--- src/rtl/dmem_arbiter.sv ---
// Two-port data-memory arbiter: grant / access / response sequencer with
// alignment and range checking. DMEM_ARB_FIXED_PRIO_EN selects fixed priority (port 0).
module dmem_arbiter #(
  parameter int ADDR_W    = 32,
  parameter int DATA_W    = 32,
  parameter int MEM_BYTES = 64
) (
  input  logic              clk,
  input  logic              reset,
  input  logic              p0_req,
  input  logic              p0_we,
  input  logic [ADDR_W-1:0] p0_addr,
  input  logic [DATA_W-1:0] p0_wdata,
  input  logic              p1_req,
  input  logic              p1_we,
  input  logic [ADDR_W-1:0] p1_addr,
  input  logic [DATA_W-1:0] p1_wdata,
  output logic              p0_gnt,
  output logic              p1_gnt,
  output logic              p0_done,
  output logic              p1_done,
  output logic              p0_err,
  output logic              p1_err,
  output logic [DATA_W-1:0] p0_rdata,
  output logic [DATA_W-1:0] p1_rdata,
  output logic              mem_en,
  output logic              mem_we,
  output logic [ADDR_W-1:0] mem_addr,
  output logic [DATA_W-1:0] mem_wdata,
  input  logic [DATA_W-1:0] mem_rdata
);

  typedef enum logic [1:0] {S_IDLE, S_ACCESS, S_WAIT} state_t;

  state_t              state_q, state_d;
  logic                port_q, port_d;
  logic                we_q, we_d;
  logic [ADDR_W-1:0]   addr_q, addr_d;
  logic [DATA_W-1:0]   wdata_q, wdata_d;
  logic                done0_q, done0_d, done1_q, done1_d;
  logic                err0_q, err0_d, err1_q, err1_d;
  logic [DATA_W-1:0]   rdata0_q, rdata0_d, rdata1_q, rdata1_d;
  logic                grant, win1, legal, in_access;

`ifdef DMEM_ARB_FIXED_PRIO_EN
  assign win1 = p1_req & ~p0_req;
`else
  logic lw_q, lw_d;
  // On a tie the port that did not win last time takes the grant.
  assign win1 = p1_req & (~p0_req | ~lw_q);
`endif

  assign grant  = (state_q == S_IDLE) & ~reset & (p0_req | p1_req);
  assign p0_gnt = grant & ~win1;
  assign p1_gnt = grant & win1;

  assign legal     = (addr_q[1:0] == 2'b00) && (addr_q <= ADDR_W'(MEM_BYTES - 4));
  assign in_access = (state_q == S_ACCESS);
  assign mem_en    = in_access & legal;
  assign mem_we    = in_access & legal & we_q;
  assign mem_addr  = in_access ? addr_q : '0;
  assign mem_wdata = in_access ? wdata_q : '0;

  assign p0_done  = done0_q;
  assign p1_done  = done1_q;
  assign p0_err   = err0_q;
  assign p1_err   = err1_q;
  assign p0_rdata = rdata0_q;
  assign p1_rdata = rdata1_q;

  always_comb begin
    state_d  = state_q;
    port_d   = port_q;
    we_d     = we_q;
    addr_d   = addr_q;
    wdata_d  = wdata_q;
    done0_d  = 1'b0;
    done1_d  = 1'b0;
    err0_d   = 1'b0;
    err1_d   = 1'b0;
    rdata0_d = rdata0_q;
    rdata1_d = rdata1_q;
`ifndef DMEM_ARB_FIXED_PRIO_EN
    lw_d     = lw_q;
`endif
    case (state_q)
      S_IDLE: begin
        if (grant) begin
          port_d  = win1;
          we_d    = win1 ? p1_we    : p0_we;
          addr_d  = win1 ? p1_addr  : p0_addr;
          wdata_d = win1 ? p1_wdata : p0_wdata;
`ifndef DMEM_ARB_FIXED_PRIO_EN
          lw_d    = win1;
`endif
          state_d = S_ACCESS;
        end
      end
      S_ACCESS: state_d = S_WAIT;
      S_WAIT: begin
        if (legal && !we_q) begin
          if (port_q) rdata1_d = mem_rdata;
          else        rdata0_d = mem_rdata;
        end
        if (port_q) begin
          done1_d = 1'b1;
          err1_d  = ~legal;
        end else begin
          done0_d = 1'b1;
          err0_d  = ~legal;
        end
        state_d = S_IDLE;
      end
      default: state_d = S_IDLE;
    endcase
  end

  always_ff @(posedge clk) begin
    if (reset) begin
      state_q  <= S_IDLE;
      port_q   <= 1'b0;
      we_q     <= 1'b0;
      addr_q   <= '0;
      wdata_q  <= '0;
      done0_q  <= 1'b0;
      done1_q  <= 1'b0;
      err0_q   <= 1'b0;
      err1_q   <= 1'b0;
      rdata0_q <= '0;
      rdata1_q <= '0;
`ifndef DMEM_ARB_FIXED_PRIO_EN
      lw_q     <= 1'b1;
`endif
    end else begin
      state_q  <= state_d;
      port_q   <= port_d;
      we_q     <= we_d;
      addr_q   <= addr_d;
      wdata_q  <= wdata_d;
      done0_q  <= done0_d;
      done1_q  <= done1_d;
      err0_q   <= err0_d;
      err1_q   <= err1_d;
      rdata0_q <= rdata0_d;
      rdata1_q <= rdata1_d;
`ifndef DMEM_ARB_FIXED_PRIO_EN
      lw_q     <= lw_d;
`endif
    end
  end

endmodule

--- config.mk ---
export PLATFORM = sky130hd
export DESIGN_NAME = dmem_arbiter
export DESIGN_NICKNAME = d
export VERILOG_FILES = /design/src/rtl/dmem_arbiter.sv
export SDC_FILE = /design/constraint.sdc
export NUM_CORES = 1
export LEC_CHECK = 0
export CORE_UTILIZATION = 44
export DETAILED_ROUTE_END_ITERATION = 10
export HOLD_SLACK_MARGIN = 0.03
export PLACE_DENSITY = 0.94
export RECOVER_POWER = 50
export SETUP_SLACK_MARGIN = 0.4
export SYNTH_ARGS = -nofsm -noshare
export SYNTH_HDL_FRONTEND = slang
export SYNTH_SLANG_ARGS = --single-unit
export TNS_END_PERCENT = 100
--- constraint.sdc ---
create_clock -name clk -period 2.4 [get_ports clk]
set_input_delay 0.48 -clock clk [delete_from_list [all_inputs] [get_ports clk]]
set_output_delay 0.48 -clock clk [all_outputs]
set_load 0.02 [all_outputs]
==> key figures, run 1 <==
Floorplan
  • Placeable Area: 0.0135 sq mm
  • Row cnt: 42
  • Die Y: 121 um
  • Initial Utilization: 0.460
  • Die extent in x: ~120 um
  • Die area: approximately 0.015 sq mm
  • Num ports: 302

Detailed routing
  • Drt initial violations: 815
  • Detailed Routing Iterations Pass 1: 6
  • Vias: 7657
  • Average wire per standard cell: 25.9 um
  • ANT nets after route: 0
  • DRC: 0
  • Final wirelength: 32200 um
  • Via density: 6.17

Power
  • Worst vdd ir: 545 uV
  • Leakage power: 4.49 nW
  • PwrDens: 568 mW/mm^2

Timing
  • Crit path time final: around 2.6 ns
  • F_max: 386 MHz
  • Slack of the critical path: -0.194 ns
  • Final Cycle Share: 1.08
  • Slew headroom: 0.482
  • # setup viols final: 62
  • Worst Max-Slew Pin Slew: 0.777 ns
  • Clk_skew: roughly 0.016 ns
  • Endpoints failing hold: 0
  • Unrepaired setup endpoints after global routing: true
  • Final Slew Violations: 0

Min path
  • Hold WC Path Type: reg2reg

Run
  • Max-Cap Viols: 0

Place
  • Dpl hpwl: 14300 um
  • Placement Cell Area: 0.00944 sq mm
  • Gpl congestion: 0.852
  • Port Buffers: 301

Yosys
  • Avg Inst Size Synth: between 8 and 9 sq um
  • Syn Std Cell Area: ~0.006 sq mm
  • Area leader, netlist: dfxtp_1
  • Register bit total from synthesis: about 140
  • Cells after synthesis: 695
  • Top cell type's share of synthesized area: 0.444
  • Synthesis Warnings: 0
  • Mapped Nets: 861
  • Seq/Total Area, Yosys: 0.444
  • Synth cell types: 30
  • Top post-synthesis cells by area: dfxtp_1 (44%), mux2i_1 (11%), and2_1 (6.6%)

Cells and area
  • Area Growth Syn to Fin: 95.1%
  • Utilization after layout: 0.897
  • Commonest non-fill, non-tap cells in the layout: clkdlybuf4s50_1 (230), dfxtp_1 (135), buf_6 (92), nor2_1 (66)
  • Nets: between 1000 and 1500
  • Commonest non-fill, non-tap cell in the layout: clkdlybuf4s50_1
  • Layout cells sized above 1: 0.380
  • Final non-filler cell area: 0.0121 sq mm
  • Fillcell total: between 500 and 600

Clock tree
  • H-tree lvl count: 4
  • Clock-pin slew on the worst setup and hold paths: 0.06 ns
  • CTS buffer count: 17
  • Clk Latency, worst-skew pair: ~0.43 ns
  • CTS sink cnt: 137
  • CTS tree: built
  • CTS max path bufs: 2
  • Root Driver: clkbuf_16

Critical path
  • Worst-path fanout max: 2
  • Critical Path RT: roughly 1.9 ns
  • Worst setup SP type: register
  • Critical path type: reg2out
  • WP data arrival: ~2.1 ns
  • Worst Setup End Kind: primary output

Run status
  • Violated checks: negative setup slack
  • Status: finished with violations

Global routing
  • GR Util All Layers: 0.367
  • Number of antenna violations at the first check in global routing: 3
  • Largest net degree at the start of global routing: between 100 and 150
  • Global-route wire length before repair: 40400 um
  • Total gr overflow: 0
  • Number of global-route vias before repair: 7419
## final timing paths
check,startpoint,to,slack [ns],cells after the start
hold / removal,p0_rdata[27],p0_rdata[27],0.47,2
setup reg to reg,addr_q[13],p0_rdata[29],-0.08,12
hold reg to reg,p0_rdata[27],p0_rdata[27],0.47,2
setup / recovery,addr_q[13],mem_we,-0.19,6
## cell families after synthesis
family          after synthesis  synth area share
simple gates                224             0.191
compound gates              196             0.202
flops                       137             0.444
buf+inv                      73            0.0577
mux                          65             0.105
## per-layer routing
metal | up-vias | wire (um) | track usage
met4 | 0 | 1970 | 0.182
met2 | 642 | 16400 | 0.665
met3 | 161 | 3130 | 0.103
li1 | 3209 | - | -
met1 | 3645 | 10600 | 0.387
met5 | - | 0 | 0
## where the power goes
part           internal (mW)  total [mW]  leakage [nW]  switching (mW)
registers               2.39        2.49          1.12           0.102
clock network           1.46        2.57         0.266            1.11
logic                  0.954        1.79          3.11           0.832
total                   4.80        6.85          4.49            2.05
## final cells by class
| class | instances | area, sq um | share of cell area |
|---|---|---|---|
| clock inverters | 13 | 119 | 0.00985 |
| diodes | 3 | 7.51 | 0.000622 |
| flip-flops and latches | 137 | 2750 | 0.228 |
| repair buffers | 407 | 4650 | 0.386 |
| inverters | 2 | 11.3 | 0.000934 |
| well taps | 176 | 220 | 0.0183 |
| multi-input cells | 485 | 3860 | 0.320 |
| clock buffers | 19 | 443 | 0.0367 |
## registers in the layout (all words and copies together), names as in the netlist, 2 cells and up
register	flops
addr_q	32
p0_rdata	32
p1_rdata	32
state_q	2
wdata_q	32
## repair_timing
item,in CTS,in global routing
setup buffers,36,13
hold buffers,0,0
setup endpoints to repair,120,136
pin swaps,112,73
cloned,15,8
resized for setup,633,99
## critical path, cell delays in order, from the launching register on
cell and delay (ns):
dfxtp_1 0.32, nor4_1 0.44, nand4_1 0.26, nor2_2 0.22, buf_4 0.14, and3_4 0.18
buf_6 0.13
## synthesized netlist by cell type (all sizes together)
cell type	number
mux2i	65
o21ai	64
a211o	1
nor4bb	1
nor4	7
nor2	68
buf	37
a211oi	65
nor4b	1
a21oi	65
clkbuf	34
inv	2
or4	1
a21boi	1
and4	3
and2	65
nor2b	4
nand3	65
nand2b	1
nor3	1
nand4	3
nand2	2
nor3b	1
dfxtp	137
and3	1
## stage by stage
stage          TNS (ns)  power, mW  cells  setup WS, ns  hold slack [ns]
4_1_cts         -0.0308       6.51   1218       -0.0308            0.462
3_5_place_dp     -19.17       3.60   1135        -0.458            0.464
5_1_grt           -7.10       6.99   1242        -0.274            0.487
6_report          -2.02       6.85   1242        -0.194            0.467
2_1_floorplan         0       3.05    695         0.459            0.436
3_3_place_gp     -15.10       3.57   1135        -0.391            0.456
Power figures use the tool's default switching activity.
==> run 2, diff against run 1 <==
--- a/config.mk
+++ b/config.mk
@@ -5,7 +5,9 @@
 export SDC_FILE = /design/constraint.sdc
 export NUM_CORES = 1
 export LEC_CHECK = 0
+export CORE_ASPECT_RATIO = 1.2
 export CORE_UTILIZATION = 44
+export CTS_BUF_LIST = sky130_fd_sc_hd__clkbuf_16
 export DETAILED_ROUTE_END_ITERATION = 10
 export HOLD_SLACK_MARGIN = 0.03
 export PLACE_DENSITY = 0.94
==> run 2 against run 1 <==
Against the previous run:
- the flow still finishes with violations (negative setup slack)
- worst setup slack got worse by 0.051 ns
- critical endpoint unchanged
- critical path type unchanged
- clock-buffer cell count decreased by 2
- clock power increased by 7%
- sequential power about the same
- register-to-register slack improved by 0.28 ns
- die area about the same
- maximum frequency decreased by 1.9%
==> key figures, run 2 (same netlist as run 1, synthesis figures left out) <==
Detailed routing
  • DRC: 0 (unchanged)
  • Average wire per standard cell: 25.7 um (-0.73%)
  • Detailed Routing Iterations Pass 1: 5 (-1)
  • Vias: 7634 (-0.30%)
  • Via density: 6.23 (+1.0%)
  • ANT nets after route: 0 (unchanged)
  • Drt initial violations: 764 (-6.3%)
  • Final wirelength: 31500 um (-2.0%)

Timing
  • Unrepaired setup endpoints after global routing: true
  • Final Cycle Share: 1.10 (+0.0213)
  • Slack of the critical path: -0.245 ns (-0.0510 ns)
  • Crit path time final: 2.64 ns (+0.0510 ns)
  • F_max: 378 MHz (-1.9%)
  • Final Slew Violations: 0 (unchanged)
  • # setup viols final: 12 (-81%)
  • Slew headroom: 0.456 (-0.0256)
  • Worst Max-Slew Pin Slew: 0.815 ns (+0.0384 ns)
  • Endpoints failing hold: 0 (unchanged)
  • Clk_skew: 0.0153 ns (-0.000706 ns)

Clock tree
  • CTS buffer count: 17 (unchanged)
  • Cts hold-fix bufs: 0 (unchanged)
  • Clock-pin slew on the worst setup and hold paths: 0.06 ns (about the same)
  • CTS max path bufs: 2 (unchanged)
  • Clk Latency, worst-skew pair: 0.42 ns (about the same)
  • CTS tree: built
  • CTS sink cnt: 137 (unchanged)
  • H-tree lvl count: 4 (unchanged)
  • Root Driver: clkbuf_16

Floorplan
  • Row cnt: 47 (+12%)
  • Initial Utilization: 0.449 (-0.0103)
  • Die Y: 132 um (+9.4%)
  • Num ports: 302 (unchanged)
  • Die extent in x: 110 um (-8.6%)
  • Placeable Area: 0.0138 sq mm (+2.3%)
  • Die area: 0.0145 sq mm (about the same)

Critical path
  • Critical path type: reg2out
  • WP data arrival: 2.16 ns (+0.05 ns)
  • Critical Path RT: 1.92 ns (about the same)
  • Worst Setup End Kind: primary output
  • Worst-path fanout max: 3 (+1)
  • Worst setup SP type: register

Cells and area
  • Commonest non-fill, non-tap cell in the layout: clkdlybuf4s50_1
  • Area Growth Syn to Fin: 86.3%
  • Nets: 1205 (-0.90%)
  • Layout cells sized above 1: 0.303 (-0.0768)
  • Commonest non-fill, non-tap cells in the layout: clkdlybuf4s50_1 (230), dfxtp_1 (133), buf_6 (96)
  • Fillcell total: 682 (+29%)
  • Final non-filler cell area: 0.0115 sq mm (-4.5%)

Global routing
  • Met1 Use GR: 0.373 (-0.0149)
  • Global-route wire length before repair: 38000 um (-6.1%)
  • GR Util met2: 0.593 (-0.0718)
  • GR Util All Layers: 0.351 (-0.0163)
  • Total gr overflow: 0 (unchanged)
  • Met3 usage: 0.108 (+0.00542)
  • Number of global-route vias before repair: 7012 (-5.5%)
  • Largest net degree at the start of global routing: 74 (-45%)
  • GRT busiest layer: met2
  • Number of antenna violations at the first check in global routing: 1 (-2)

Run
  • Max-Cap Viols: 0 (unchanged)

Place
  • Placement Cell Area: 0.00933 sq mm (-1.1%)
  • Port Buffers: 301 (unchanged)
  • Dpl hpwl: 14600 um (+2.0%)
  • Gpl congestion: 0.840 (-1.5%)
  • Worst slack, placed: -0.457 ns (+0.00117 ns)

Power
  • Pwr Total: 6.99 mW (+2.1%)
  • PwrDens: 607 mW/mm^2 (+7.0%)
  • Leakage power: 4.38 nW (-2.4%)
  • Worst vdd ir: 435 uV (-20%)

Run status
  • Violated checks: negative setup slack
  • Status: finished with violations

Min path
  • Hold WC Path Type: reg2reg
run 2: layout make-up:
cell class / count / area, sq um / share of cell area
Antenna cell: 3 / 7.51 / 0.000652
Clock buffer: 17 / 425 / 0.0369
Clock inverter: 15 / 176 / 0.0153
Inverter: 2 / 15.0 / 0.00130
Multi-Input combinational cell: 485 / 3430 / 0.298
Sequential cell: 137 / 2750 / 0.239
Tap cell: 171 / 214 / 0.0186
Timing Repair Buffer: 396 / 4500 / 0.391
run 2: report_power, final:
| group | leakage, nW | switching [mW] | total, mW | internal, mW |
|---|---|---|---|---|
| Clock | 0.295 | 1.12 | 2.76 | 1.64 |
| Sequential | 1.12 | 0.116 | 2.50 | 2.39 |
| Combinational | 2.97 | 0.815 | 1.73 | 0.914 |
| Total | 4.38 | 2.05 | 6.99 | 4.94 |
run 2: what timing repair did:
item / in CTS / in global routing
setup buffers: 33 / 15
resized for setup: 515 / 58
cloned: 11 / 12
pin swaps: 19 / 53
endpoints found under the setup margin: 119 / 183
run 2: final timing paths:
path,start,end,slack [ns],cells past startpoint
worst max-delay path,addr_q[13],mem_we,-0.24,6
worst min-delay path,p1_rdata[4],p1_rdata[4],0.47,2
worst max register to register,addr_q[13],p0_rdata[13],0.20,6
worst min register to register,p1_rdata[4],p1_rdata[4],0.47,2
run 2: per-layer routing:
metal / vias up / share of wire
met5: - / 0
met4: 0 / 0.086
met3: 205 / 0.10
met2: 652 / 0.48
met1: 3600 / 0.33
li1: 3177 / -
run 2: critical path, cell delays in order (launching register included):
cell and delay, ns:
dfxtp_1 0.35, nor4_2 0.48, nand4_1 0.28, nor2_2 0.20, buf_4 0.14, and3_4 0.18
buf_6 0.13
run 2: per-stage QoR:
step / cells / setup TNS [ns] / util / hold WS [ns]
global placement: 1120 / -16.63 / 0.678 / 0.456
CTS: 1196 / -0.0554 / 0.793 / 0.454
global route: 1223 / -1.07 / 0.837 / 0.488
floorplan: 695 / 0 / - / 0.436
finish: 1226 / -0.594 / 0.837 / 0.469
detailed placement: 1120 / -20.50 / 0.678 / 0.464
==> run 3, diff against run 2 <==
--- a/config.mk
+++ b/config.mk
@@ -5,14 +5,15 @@
 export SDC_FILE = /design/constraint.sdc
 export NUM_CORES = 1
 export LEC_CHECK = 0
+export ABC_CLOCK_PERIOD_IN_PS = 2400
 export CORE_ASPECT_RATIO = 1.2
 export CORE_UTILIZATION = 44
 export CTS_BUF_LIST = sky130_fd_sc_hd__clkbuf_16
 export DETAILED_ROUTE_END_ITERATION = 10
-export HOLD_SLACK_MARGIN = 0.03
 export PLACE_DENSITY = 0.94
 export RECOVER_POWER = 50
 export SETUP_SLACK_MARGIN = 0.4
+export SKIP_LAST_GASP = 1
 export SYNTH_ARGS = -nofsm -noshare
 export SYNTH_HDL_FRONTEND = slang
 export SYNTH_SLANG_ARGS = --single-unit
==> run 3 against run 2 <==
Against the previous run:
- the flow still finishes with violations (negative setup slack)
- first-iteration DRC count is 23% higher
- die area stayed put
- routed wire length is 2.0% higher
- clock power hardly changed
- clock-buffer cell count stayed put
- largest cell class unchanged
- largest power group unchanged
- highest routed layer unchanged
==> key figures, run 3 (same netlist as run 1, synthesis figures left out) <==
Run status
  • Status: finished with violations
  • Violated checks: negative setup slack

Place
  • Port Buffers: 301 (unchanged)
  • Placement Cell Area: 0.00933 sq mm (unchanged)
  • Dpl hpwl: 14600 um (unchanged)
  • Gpl congestion: 0.840 (unchanged)
  • Worst slack, placed: -0.457 ns (unchanged)
  • Dpl cells: 1120 (unchanged)

Timing
  • F_max: 359 MHz (-5.2%)
  • Worst Max-Slew Pin Slew: 1.13 ns (+0.312 ns)
  • Hold WS: 0.470 ns (+0.00116 ns)
  • Slew headroom: 0.249 (-0.208)
  • Final Slew Violations: 0 (unchanged)
  • Unrepaired setup endpoints after global routing: true
  • Final Cycle Share: 1.16 (+0.0600)
  • # setup viols final: 13 (+1)
  • Clk_skew: 0.0151 ns (-0.000227 ns)
  • Crit path time final: 2.79 ns (+0.144 ns)
  • Endpoints failing hold: 0 (unchanged)
  • Slack of the critical path: -0.389 ns (-0.144 ns)
  • Setup_tns: -0.751 ns (-0.157 ns)

Clock tree
  • CTS max path bufs: 2 (unchanged)
  • CTS tree: built
  • CTS sink cnt: 137 (unchanged)
  • H-tree lvl count: 4 (unchanged)
  • CTS buffer count: 17 (unchanged)
  • Clock-pin slew on the worst setup and hold paths: 0.06 ns (about the same)
  • Clk Latency, worst-skew pair: 0.42 ns (about the same)
  • Root Driver: clkbuf_16
  • Cts hold-fix bufs: 0 (unchanged)

Power
  • PwrDens: 603 mW/mm^2 (-0.62%)
  • Worst vdd ir: 535 uV (+23%)
  • Leakage power: 4.44 nW (+1.3%)
  • Pwr Total: 7.04 mW (+0.61%)

Critical path
  • Crit path max-delay cell type: nor4_1
  • Bufs and invs on worst path: 2 (unchanged)
  • Reg2Reg Launch Point: addr_q[13]
  • R2R Setup Slk: 0.04 ns (-0.16 ns)
  • Worst-path fanout max: 3 (unchanged)
  • WP data arrival: 2.31 ns (+0.15 ns)
  • Delay-heaviest family, CP: simple AND/OR/NAND/NOR gates
  • Cell chain of the critical path: nor4_1 -> nand4_1 -> nor2_2 -> buf_4 -> and3_4 -> buf_6
  • Critical path type: reg2out
  • Critical Path RT: 1.92 ns (about the same)
  • R2R cell count: 6 (unchanged)
  • Critical path's largest stage delay: 0.50 ns (+0.02 ns)
  • Worst Setup End Kind: primary output
  • Worst setup SP type: register
  • Reg-to-Reg End: p0_rdata[8]

Floorplan
  • Initial Utilization: 0.449 (unchanged)
  • Die area: 0.0145 sq mm (unchanged)
  • Die Y: 132 um (unchanged)
  • Num ports: 302 (unchanged)
  • Die extent in x: 110 um (unchanged)
  • Placeable Area: 0.0138 sq mm (unchanged)
  • Row cnt: 47 (unchanged)

Detailed routing
  • Detailed Routing Iterations Pass 1: 6 (+1)
  • Drt initial violations: 943 (+23%)
  • Average wire per standard cell: 26.0 um (+1.3%)
  • Vias: 7630 (-0.052%)
  • Final wirelength: 32100 um (+2.0%)
  • DRC: 0 (unchanged)
  • ANT nets after route: 0 (unchanged)
  • Via density: 6.18 (-0.70%)

Cells and area
  • Post-route insts no fill: 1234 (+0.65%)
  • Fillcell total: 659 (-3.4%)
  • Utilization after layout: 0.847 (+0.0104)
  • Final non-filler cell area: 0.0117 sq mm (+1.2%)
  • Nets: 1211 (+0.50%)
  • Commonest non-fill, non-tap cell in the layout: clkdlybuf4s50_1
  • Area Growth Syn to Fin: 88.6%
  • Layout cells sized above 1: 0.310 (+0.00679)
  • Commonest non-fill, non-tap cells in the layout: clkdlybuf4s50_1 (230), dfxtp_1 (134), buf_6 (92), nand3_1 (65), a21oi_1 (65)

Global routing
  • Number of global-route vias before repair: 7126 (+1.6%)
  • Global-route wire length before repair: 38400 um (+1.1%)
  • GR Util All Layers: 0.353 (+0.00229)
  • Total gr overflow: 0 (unchanged)
  • Largest net degree at the start of global routing: 74 (unchanged)
  • Number of antenna violations at the first check in global routing: 4 (+3)

Min path
  • Hold path depth: 2 (unchanged)
  • Hold WC Path Type: reg2reg
  • HP Start: p1_rdata[4]
  • Hold EP: p1_rdata[4]

Run
  • Max-Cap Viols: 0 (unchanged)
-- run 3: changes by cell type in the layout (fill, tap and decap cells not counted), sizes merged --
| cell | change |
|---|---|
| clkinv | -1 |
| clkbuf | +4 |
| buf | +2 |
| inv | +1 |
| diode | +2 |
-- run 3: final cells by class --
type | instances | area, sq um | area share
diodes | 5 | 12.5 | 0.00107
clock buffers | 17 | 425 | 0.0365
clock inverters | 15 | 176 | 0.0151
inverters | 2 | 10.0 | 0.000858
multi-input cells | 485 | 3460 | 0.297
flip-flops and latches | 137 | 2750 | 0.236
well taps | 171 | 214 | 0.0183
repair buffers | 402 | 4620 | 0.396
-- run 3: worst max-delay path by stage --
stage | from | end | slack [ns] | cells after the start
2_1_floorplan | reset | p1_gnt | 0.46 | 6
3_3_place_gp | p1_req | p1_gnt | -0.41 | 7
3_5_place_dp | p1_req | addr_q[2] | -0.46 | 8
4_1_cts | addr_q[8] | mem_we | -0.06 | 7
5_1_grt | addr_q[13] | mem_we | -0.43 | 6
6_report | addr_q[13] | mem_we | -0.39 | 6
-- run 3: timing repair --
| item | 4_1_cts | 5_1_grt |
|---|---|---|
| pin swaps | 18 | 34 |
| buffers inserted | 33 | 16 |
| endpoints found under the hold margin | 0 | 0 |
| resized for setup | 482 | 96 |
| setup endpoints to repair | 119 | 171 |
| cloned | 11 | 17 |
-- run 3: layer usage --
metal | routed length, um | vias up | global-route usage
met4 | 2740 | 0 | 0.203
li1 | - | 3185 | -
met5 | 0 | - | 0
met1 | 11100 | 3598 | 0.367
met2 | 15000 | 625 | 0.611
met3 | 3350 | 222 | 0.114
-- run 3: tightest hold or removal path, stage by stage, from the launching register on --
cell and delay (ns):
dfxtp_1 0.30, o21ai_0 0.06, a21oi_1 0.06
-- run 3: power by group --
group          switching (mW)  internal, mW
Clock                    1.11          1.64
Combinational           0.837         0.949
Sequential              0.115          2.39
